<file path="config.mk">
export PLATFORM = sky130hd
export DESIGN_NAME = sram_vec_reader
export DESIGN_NICKNAME = d
export VERILOG_FILES = /design/src/rtl/sram_vec_reader_pkg.sv /design/src/rtl/sram_vec_reader_sync_fifo.sv /design/src/rtl/sram_vec_reader.sv
export SDC_FILE = /design/constraint.sdc
export NUM_CORES = 1
export LEC_CHECK = 0
export CAP_MARGIN = 25
export CORE_ASPECT_RATIO = 1.25
export CORE_MARGIN = 2
export CORE_UTILIZATION = 50
export DETAILED_ROUTE_END_ITERATION = 8
export GPL_TIMING_DRIVEN = 0
export PLACE_DENSITY_LB_ADDON = 0.1
export SYNTH_ARGS = -nofsm -noshare
export SYNTH_HDL_FRONTEND = slang
export SYNTH_SLANG_ARGS = --single-unit
</file>
<file path="constraint.sdc">
create_clock -name clock -period 4.1 [get_ports clock]
set_input_delay 0.82 -clock clock [delete_from_list [all_inputs] [get_ports clock]]
set_output_delay 0.82 -clock clock [all_outputs]
set_load 0.05 [all_outputs]
</file>
<file path="src/rtl/sram_vec_reader_pkg.sv">
// Shared state encoding for sram_vec_reader. The testbench imports this
// package as well.
package sram_vec_reader_pkg;

  typedef enum logic [1:0] {
    ST_IDLE  = 2'd0,
    ST_FETCH = 2'd1,
    ST_DRAIN = 2'd2,
    ST_FLUSH = 2'd3
  } state_t;

endpackage

</file>
<file path="src/rtl/sram_vec_reader_sync_fifo.sv">
// Single-clock FIFO with occupancy count. DEPTH must be a power of two.
// clear empties it synchronously; when empty, pop_data reads as zero.
module sync_fifo #(
  parameter int DATA_WIDTH = 16,
  parameter int DEPTH      = 4
) (
  input  logic                    clock,
  input  logic                    reset_n,
  input  logic                    clear,
  input  logic                    push,
  input  logic [DATA_WIDTH-1:0]   push_data,
  input  logic                    pop,
  output logic [DATA_WIDTH-1:0]   pop_data,
  output logic                    empty,
  output logic [$clog2(DEPTH):0]  count
);

  localparam int AW = $clog2(DEPTH);
  localparam logic [AW:0] FULL_CNT = (AW+1)'(DEPTH);

  logic [DATA_WIDTH-1:0] mem [DEPTH];
  logic [AW-1:0]         wr_ptr;
  logic [AW-1:0]         rd_ptr;
  logic                  full;
  logic                  do_push;
  logic                  do_pop;

  assign empty    = (count == '0);
  assign full     = (count == FULL_CNT);
  assign do_pop   = pop && !empty;
  // a pop frees the slot this push lands in, so push at full is accepted then
  assign do_push  = push && (!full || do_pop);
  assign pop_data = empty ? '0 : mem[rd_ptr];

  always_ff @(posedge clock or negedge reset_n) begin
    if (!reset_n) begin
      wr_ptr <= '0;
      rd_ptr <= '0;
      count  <= '0;
    end else if (clear) begin
      wr_ptr <= '0;
      rd_ptr <= '0;
      count  <= '0;
    end else begin
      if (do_push) wr_ptr <= wr_ptr + AW'(1);
      if (do_pop)  rd_ptr <= rd_ptr + AW'(1);
      case ({do_push, do_pop})
        2'b10:   count <= count + (AW+1)'(1);
        2'b01:   count <= count - (AW+1)'(1);
        default: count <= count;
      endcase
    end
  end

  always_ff @(posedge clock) begin
    if (do_push) mem[wr_ptr] <= push_data;
  end

endmodule

</file>
<file path="src/rtl/sram_vec_reader.sv">
// Streams word_count SRAM words from base_addr into a vector stream, with
// credit-based read issue so the output FIFO can never overflow.
// Optional stall counter output enabled by `define VEC_READER_STALL_CNT_EN.
//
//   state    | meaning
//   ST_IDLE  | waiting for start
//   ST_FETCH | issuing reads while words remain and credits allow
//   ST_DRAIN | all reads issued; waiting for returns and FIFO to empty
//   ST_FLUSH | aborted; discarding returns until none outstanding
module sram_vec_reader
  import sram_vec_reader_pkg::*;
#(
  parameter int ADDR_WIDTH = 20,
  parameter int DATA_WIDTH = 16,
  parameter int FIFO_DEPTH = 4
) (
  input  logic                    clock,
  input  logic                    reset_n,
  input  logic                    start,
  input  logic                    abort,
  input  logic [ADDR_WIDTH-1:0]   base_addr,
  input  logic [ADDR_WIDTH-1:0]   word_count,
  output logic                    busy,
  output logic                    done,
  output logic [ADDR_WIDTH-1:0]   tr_address,
  output logic [DATA_WIDTH/8-1:0] tr_byteenable,
  output logic                    tr_read,
  output logic                    tr_write,
  output logic [DATA_WIDTH-1:0]   tr_writedata,
  input  logic                    tr_waitrequest,
  input  logic [DATA_WIDTH-1:0]   tr_readdata,
  input  logic                    tr_readdataready,
  output logic [DATA_WIDTH-1:0]   vec_data,
  output logic                    vec_valid,
  input  logic                    vec_ready
`ifdef VEC_READER_STALL_CNT_EN
  ,
  output logic [31:0]             stall_cnt
`endif
);

  localparam int CW = $clog2(FIFO_DEPTH) + 1;

  state_t                state;
  state_t                state_nxt;
  logic [ADDR_WIDTH-1:0] addr_q;
  logic [ADDR_WIDTH-1:0] remaining;
  logic [CW-1:0]         outstanding;
  logic [CW-1:0]         fifo_count;
  logic [CW-1:0]         credits;
  logic                  done_q;
  logic                  done_nxt;
  logic                  start_acc;
  logic                  issue;
  logic                  ret;
  logic                  fifo_push;
  logic                  fifo_pop;
  logic                  fifo_clear;
  logic                  fifo_empty;

  // occupancy + outstanding never exceeds FIFO_DEPTH, so this cannot underflow
  assign credits    = CW'(FIFO_DEPTH) - (fifo_count + outstanding);
  assign tr_read    = (state == ST_FETCH) && (credits != '0);
  assign issue      = tr_read && !tr_waitrequest;
  assign ret        = tr_readdataready && (state != ST_IDLE) && (outstanding != '0);
  assign fifo_clear = (state == ST_FLUSH) ||
                      (abort && ((state == ST_FETCH) || (state == ST_DRAIN)));
  assign fifo_push  = ret && ((state == ST_FETCH) || (state == ST_DRAIN));
  assign vec_valid  = !fifo_empty && (state != ST_FLUSH);
  assign fifo_pop   = vec_valid && vec_ready;

  assign busy          = (state != ST_IDLE);
  assign done          = done_q;
  assign tr_address    = addr_q;
  assign tr_write      = 1'b0;
  assign tr_writedata  = '0;
  assign tr_byteenable = '1;

  always_comb begin
    state_nxt = state;
    start_acc = 1'b0;
    done_nxt  = 1'b0;
    case (state)
      ST_IDLE: begin
        if (start) begin
          start_acc = 1'b1;
          if (word_count != '0) state_nxt = ST_FETCH;
          else                  done_nxt  = 1'b1;
        end
      end
      ST_FETCH: begin
        if (abort)                                        state_nxt = ST_FLUSH;
        else if (issue && (remaining == ADDR_WIDTH'(1)))  state_nxt = ST_DRAIN;
      end
      ST_DRAIN: begin
        if (abort) state_nxt = ST_FLUSH;
        else if ((outstanding == '0) && fifo_empty) begin
          state_nxt = ST_IDLE;
          done_nxt  = 1'b1;
        end
      end
      ST_FLUSH: begin
        if (outstanding == '0) state_nxt = ST_IDLE;
      end
      default: state_nxt = ST_IDLE;
    endcase
  end

  always_ff @(posedge clock or negedge reset_n) begin
    if (!reset_n) begin
      state       <= ST_IDLE;
      done_q      <= 1'b0;
      addr_q      <= '0;
      remaining   <= '0;
      outstanding <= '0;
    end else begin
      state  <= state_nxt;
      done_q <= done_nxt;
      if (start_acc) begin
        addr_q    <= base_addr;
        remaining <= word_count;
      end else if (issue) begin
        addr_q    <= addr_q + ADDR_WIDTH'(1);
        remaining <= remaining - ADDR_WIDTH'(1);
      end
      case ({issue, ret})
        2'b10:   outstanding <= outstanding + CW'(1);
        2'b01:   outstanding <= outstanding - CW'(1);
        default: outstanding <= outstanding;
      endcase
    end
  end

`ifdef VEC_READER_STALL_CNT_EN
  always_ff @(posedge clock or negedge reset_n) begin
    if (!reset_n)                                         stall_cnt <= '0;
    else if (start_acc)                                   stall_cnt <= '0;
    else if (tr_read && tr_waitrequest && (stall_cnt != '1)) stall_cnt <= stall_cnt + 32'd1;
  end
`endif

  sync_fifo #(
    .DATA_WIDTH (DATA_WIDTH),
    .DEPTH      (FIFO_DEPTH)
  ) u_fifo (
    .clock     (clock),
    .reset_n   (reset_n),
    .clear     (fifo_clear),
    .push      (fifo_push),
    .push_data (tr_readdata),
    .pop       (fifo_pop),
    .pop_data  (vec_data),
    .empty     (fifo_empty),
    .count     (fifo_count)
  );

endmodule

</file>
-- Word level (Yosys, flattened, before mapping)
Memory sizes are Yosys's and may differ from the RTL's.
Cells that the tools add are included.
- input port bits: 63
- RAM bits: 64
- memories kept: 1
- output and inout bits: 59
- register bits after elaboration: 53
- logic and storage cells: 94
- muxes and demuxes: 29
- add/subtract/negate cells: 10
- equality and inequality tests: 15
- reductions and logical operators: 31
- memories (memory ; words ; width ; read ports ; clocked after memory_dff ; write ports ; line ; source):
    u_fifo.mem ; 4 ; 16 ; 1 ; 0 ; 1 ; sram_vec_reader_sync_fifo.sv:21 ; logic [DATA_WIDTH-1:0] mem [DEPTH];
- operators by type and width (operator ; count):
    $mux 20 ; 4
    $mux 2 ; 11
    $add 20x1->20 const B ; 1
    $eq 20x1->1 const B ; 1
    $reduce_bool 20->1 ; 1
    $sub 20x1->20 const B ; 1
    $mux 16 ; 1
    $logic_and 1x1->1 ; 12
    $pmux 3 s2 ; 2
    $reduce_bool 2->1 ; 5
    $reduce_bool 3->1 ; 3
    $eq 2x2->1 const B ; 4
    $mux 1 ; 8
    $pmux 2 s4 ; 1
    $add 3x1->3 const B ; 2
    $eq 2x1->1 const B ; 3
    $logic_not 3->1 ; 2
    $ne 2x2->1 const B ; 3
    $ne 3x2->1 const B ; 2
    $sub 3x1->3 const B ; 2
    $reduce_and 5->1 ; 1
    $add 2x1->2 const B ; 2
    $add 3x3->3 ; 1
    $eq 3x3->1 const B ; 1
    other kinds (7) ; 11

-- Logic depth before layout (Yosys ltp)
- depth in word-level cells: 10
- depth in mapped cells: 13

-- Modules after synthesis
Synthesis repeated with hierarchy kept, for this count alone.
- cell total of the unflattened synthesis: 527
- area total of the unflattened synthesis: 6132.1 um2
- modules (own cells, without submodules) (module ; cells each ; area each (um2) ; instances):
    sram_vec_reader ; 366 ; 3174.3 ; 1
    sync_fifo ; 161 ; 2957.8 ; 1

-- Worst setup path before layout
Ideal clock, no wire load.
- path kind: register -> output
- start: register u_fifo.count[1]
- end: output port tr_read
- data arrival time: 2.473 ns
- slack: 0.807 ns
- buffers on the path: 0
- required time: 3.280 ns
- cell stages (with the launch flop): 7
- path through: dfrtp_1 > ha_1 > inv_1 > ha_1 > xor2_1 > xnor2_1 > a21boi_0
- word-level cells in the longest chain between the ends: 4
- ends and longest elaborated chain (element ; line ; source):
    start: declaration ; sram_vec_reader_sync_fifo.sv:15 ; output logic [$clog2(DEPTH):0] count
    start signal: assignment ; sram_vec_reader_sync_fifo.sv:48 ; 2'b10: count <= count + (AW+1)'(1);
    start signal: assignment ; sram_vec_reader_sync_fifo.sv:49 ; 2'b01: count <= count - (AW+1)'(1);
    start signal: assignment ; sram_vec_reader_sync_fifo.sv:50 ; default: count <= count;
    $add 3x3->3 ; sram_vec_reader.sv:62 ; assign credits = CW'(FIFO_DEPTH) - (fifo_count + outstanding);
    $sub 3x3->3 ; sram_vec_reader.sv:62 ;
    $reduce_bool 3->1 ; sram_vec_reader.sv:63 ; assign tr_read = (state == ST_FETCH) && (credits != '0);
    $logic_and 1x1->1 ; sram_vec_reader.sv:63 ;
    end: declaration ; sram_vec_reader.sv:27 ; output logic tr_read,
Every way passes these cells.

-- Worst setup path in the final report
- start: register u_fifo.rd_ptr[1]
- end: output port vec_data[12]
- word-level cells in the longest chain between the ends: 2
- ends and longest elaborated chain (element ; line ; source):
    start: declaration ; sram_vec_reader_sync_fifo.sv:23 ; logic [AW-1:0] rd_ptr;
    start signal: assignment ; sram_vec_reader_sync_fifo.sv:46 ; if (do_pop) rd_ptr <= rd_ptr + AW'(1);
    $mem_v2 4x16 ; -- ;
    $mux 16 ; sram_vec_reader_sync_fifo.sv:33 ; assign pop_data = empty ? '0 : mem[rd_ptr];
    end: declaration ; sram_vec_reader.sv:33 ; output logic [DATA_WIDTH-1:0] vec_data,
Every way passes these cells.

==> impl_metrics.yaml <==
run_status:
  status: "finished clean"
grt:
  antenna_found_initial: 0
  grt_pass1_vias: 4336
  grt-ovfl-total: 0
  grt_max_degree: 34
  grt_pass1_wl_um: 20630
  track_usage_pct: 21.18
sta:
  finalHoldViolations: 0
  tightest_slew_ns: 1.000
  fin_tns_setup_ns: 0
  maxClockFrequency_mhz: 259.1
  drv_slew: 0
  layout_setup_ws_ns: 0.2412
  skew_ns: 0.01145
  setup_viol: 0
  rsz0062_at_grt: "false"
  post-route-period-util_pct: 94.12
  relSlewSlack_pct: 33.02
  fin_crit_ns: 3.859
detailed_routing:
  via_count: 4071
  ant_nets: 0
  route.final.wire_length_um: 12520
  wl_per_cell_um: 16.15
  drc_errors: 0
  firstDrtPassIters: 4
  drt_iter0_drc: 138
  viasPerCell: 5.253
clock_tree:
  cts_buffers: 17
  clock-sinks: 117
  clk_pin_slew_ns: 0.06
  cts_buffer_depth: 2
  clkLatencyLatePin_ns: 0.42
  hold_buffers: 0
  cts_tree: "built"
  cts_setup_buffers: 0
  cts_max_level: 4
  clock-root-buffer: "clkbuf_16"
synthesis:
  ys_top_cells_by_count: "nor2_1, edfxtp_1, dfrtp_1"
  synth_top_area_share_pct: 32.69
  syn_area_um2: 5879
  syn_area_per_cell_um2: 12.10
  synth_area_leaders: "edfxtp_1, dfrtp_1, mux4_2, xnor2_1, nor2_1"
  synth_warnings: 0
  synth-edff-count: 64
  ys_seq_elements: 117
  async_flop_share_pct: 45.30
  synth-seq-area-share_pct: 55.25
  synth.distinct_cells: 55
  yosysTopAreaCell: "edfxtp_1"
  synth.most_common_cell: "nor2_1"
  synthCells: 486
  synth_ff_type: "edfxtp_1"
critical_path:
  worstPathRequired_ns: 3.28
  path_class: "flip-flop to primary output"
  crit_path_max_fanout: 10
  crit_path_start_kind: "flip-flop"
  worstPathArrival_ns: 3.04
  critPathCaptureType: "primary output"
floorplanning:
  start_util_pct: 50.85
  die_w_um: 101.0
  die_height_um: 125.2
  ios: 122
  coreArea_um2: 11560
  die-area_um2: 12650
  placementRows: 44
finish:
  drive_gt1_share_pct: 13.97
  final_nets: 704
  area_growth_syn_to_layout_pct: 32.05
  final_util_pct: 67.15
  n_antenna_cell: 0
pwr:
  p_leak_nw: 2.898
  p_total_mw: 6.176
  ir_drop_mv: 0.5126
  power.density_nw_per_um2: 795.5
placed_design:
  place_congestion: 0.7846
  placement.io_buffers: 102
  hpwl_um: 8852
  pre_cts_slack_ns: 0.4276
worst_hold_path:
  min_path_type: "input pin to async pin"
flow_run:
  drv_cap: 0
==> sequential cells by signal (all words and copies together), names as in the netlist <==
signal / cells
u_fifo.mem: 64
remaining: 20
tr_address: 20
outstanding: 3
u_fifo.count: 3
state: 2
u_fifo.rd_ptr: 2
u_fifo.wr_ptr: 2
done: 1
==> cell type report <==
type	count	area, µm²
Clock buffer	17	425.4
Clock inverter	15	190.2
Sequential cell	117	3248
Inverter	17	63.81
Multi-Input combinational cell	333	2407
Timing Repair Buffer	103	1036
Buffer	35	220.2
Fill cell	905	3797
Tap cell	138	172.7
==> worst paths after layout <==
path	slack [ns]	end	from	depth (start not counted)
worst max-delay path	0.24	vec_data[12]	u_fifo.rd_ptr[1]	5
worst min-delay path	0.38	remaining[15]	reset_n	1
worst max register to register	1.07	outstanding[2]	u_fifo.count[1]	13
worst min register to register	0.53	outstanding[0]	outstanding[0]	1
max in group asynchronous	3.16	outstanding[1]	reset_n	2
min in group clock	0.53	outstanding[0]	outstanding[0]	1
==> cell usage in the layout, fill, tap and decap left out, types with 3 or more instances in the layout <==
master / n
nand2b_1: 6
conb_1: 19
ha_1: 15
a21o_1: 3
or4_1: 5
bufinv_16: 3
xnor2_1: 39
xor2_1: 11
inv_6: 8
nor4_4: 3
nor3_1: 11
edfxtp_1: 64
o211ai_1: 3
and3_1: 5
buf_4: 20
nand3_1: 10
or3_4: 3
mux4_2: 16
a21oi_1: 44
and4_1: 3
nand2_1: 14
clkdlybuf4s50_1: 101
nor2_1: 65
nor4_1: 3
o21ai_0: 4
inv_1: 17
nor2b_1: 19
and2_1: 4
clkbuf_1: 10
clkbuf_16: 17
dfrtp_1: 53
==> cell families after synthesis <==
family / count (synthesis) / synth area share, %
buffers and inverters: 53 / 4.894
AOI/OAI and AO/OA: 66 / 6.619
DFF: 117 / 55.25
muxes: 19 / 6.661
other: 2 / 0.1277
xor gates and xnor gates: 50 / 7.448
adders and majority gates: 17 / 3.873
and+or+nand+nor: 162 / 15.13
==> routing by layer <==
| layer | share of wire, % | track usage (%) | vias up |
|---|---|---|---|
| met5 | 0 | 0 | - |
| li1 | - | - | 1966 |
| met2 | 54 | 37.37 | 108 |
| met1 | 41 | 25.03 | 1987 |
| met3 | 4.6 | 6.149 | 10 |
| met4 | 0.87 | 5.803 | 0 |
==> what timing repair did <==
item,in CTS,in global routing
gates resized for setup,0,0
endpoints found under the hold margin,0,0
endpoints found under the setup margin,4,0
==> metrics by stage <==
step                hold slack [ns]  cells  area, µm²
floorplan                    0.4805    503       5943
global placement             0.5135    743       7137
detailed placement           0.5237    744       7152
CTS                          0.3966    775       7764
global route                 0.4092    775       7764
finish                       0.3760    775       7764
==> critical path, stage by stage (launching register included) <==
cell and delay, ns:
dfrtp_1 0.32, buf_1 0.39, clkbuf_1 0.57, mux4_2 0.33, nor2b_1 0.19, clkdlybuf4s50_1 0.83
==> report_power, final <==
group          switching [mW]  internal (mW)
clock                   0.573          0.971
combinational            1.71           1.07
sequential              0.296           1.56
total                    2.58           3.60
(Power assumes the default switching activity.)
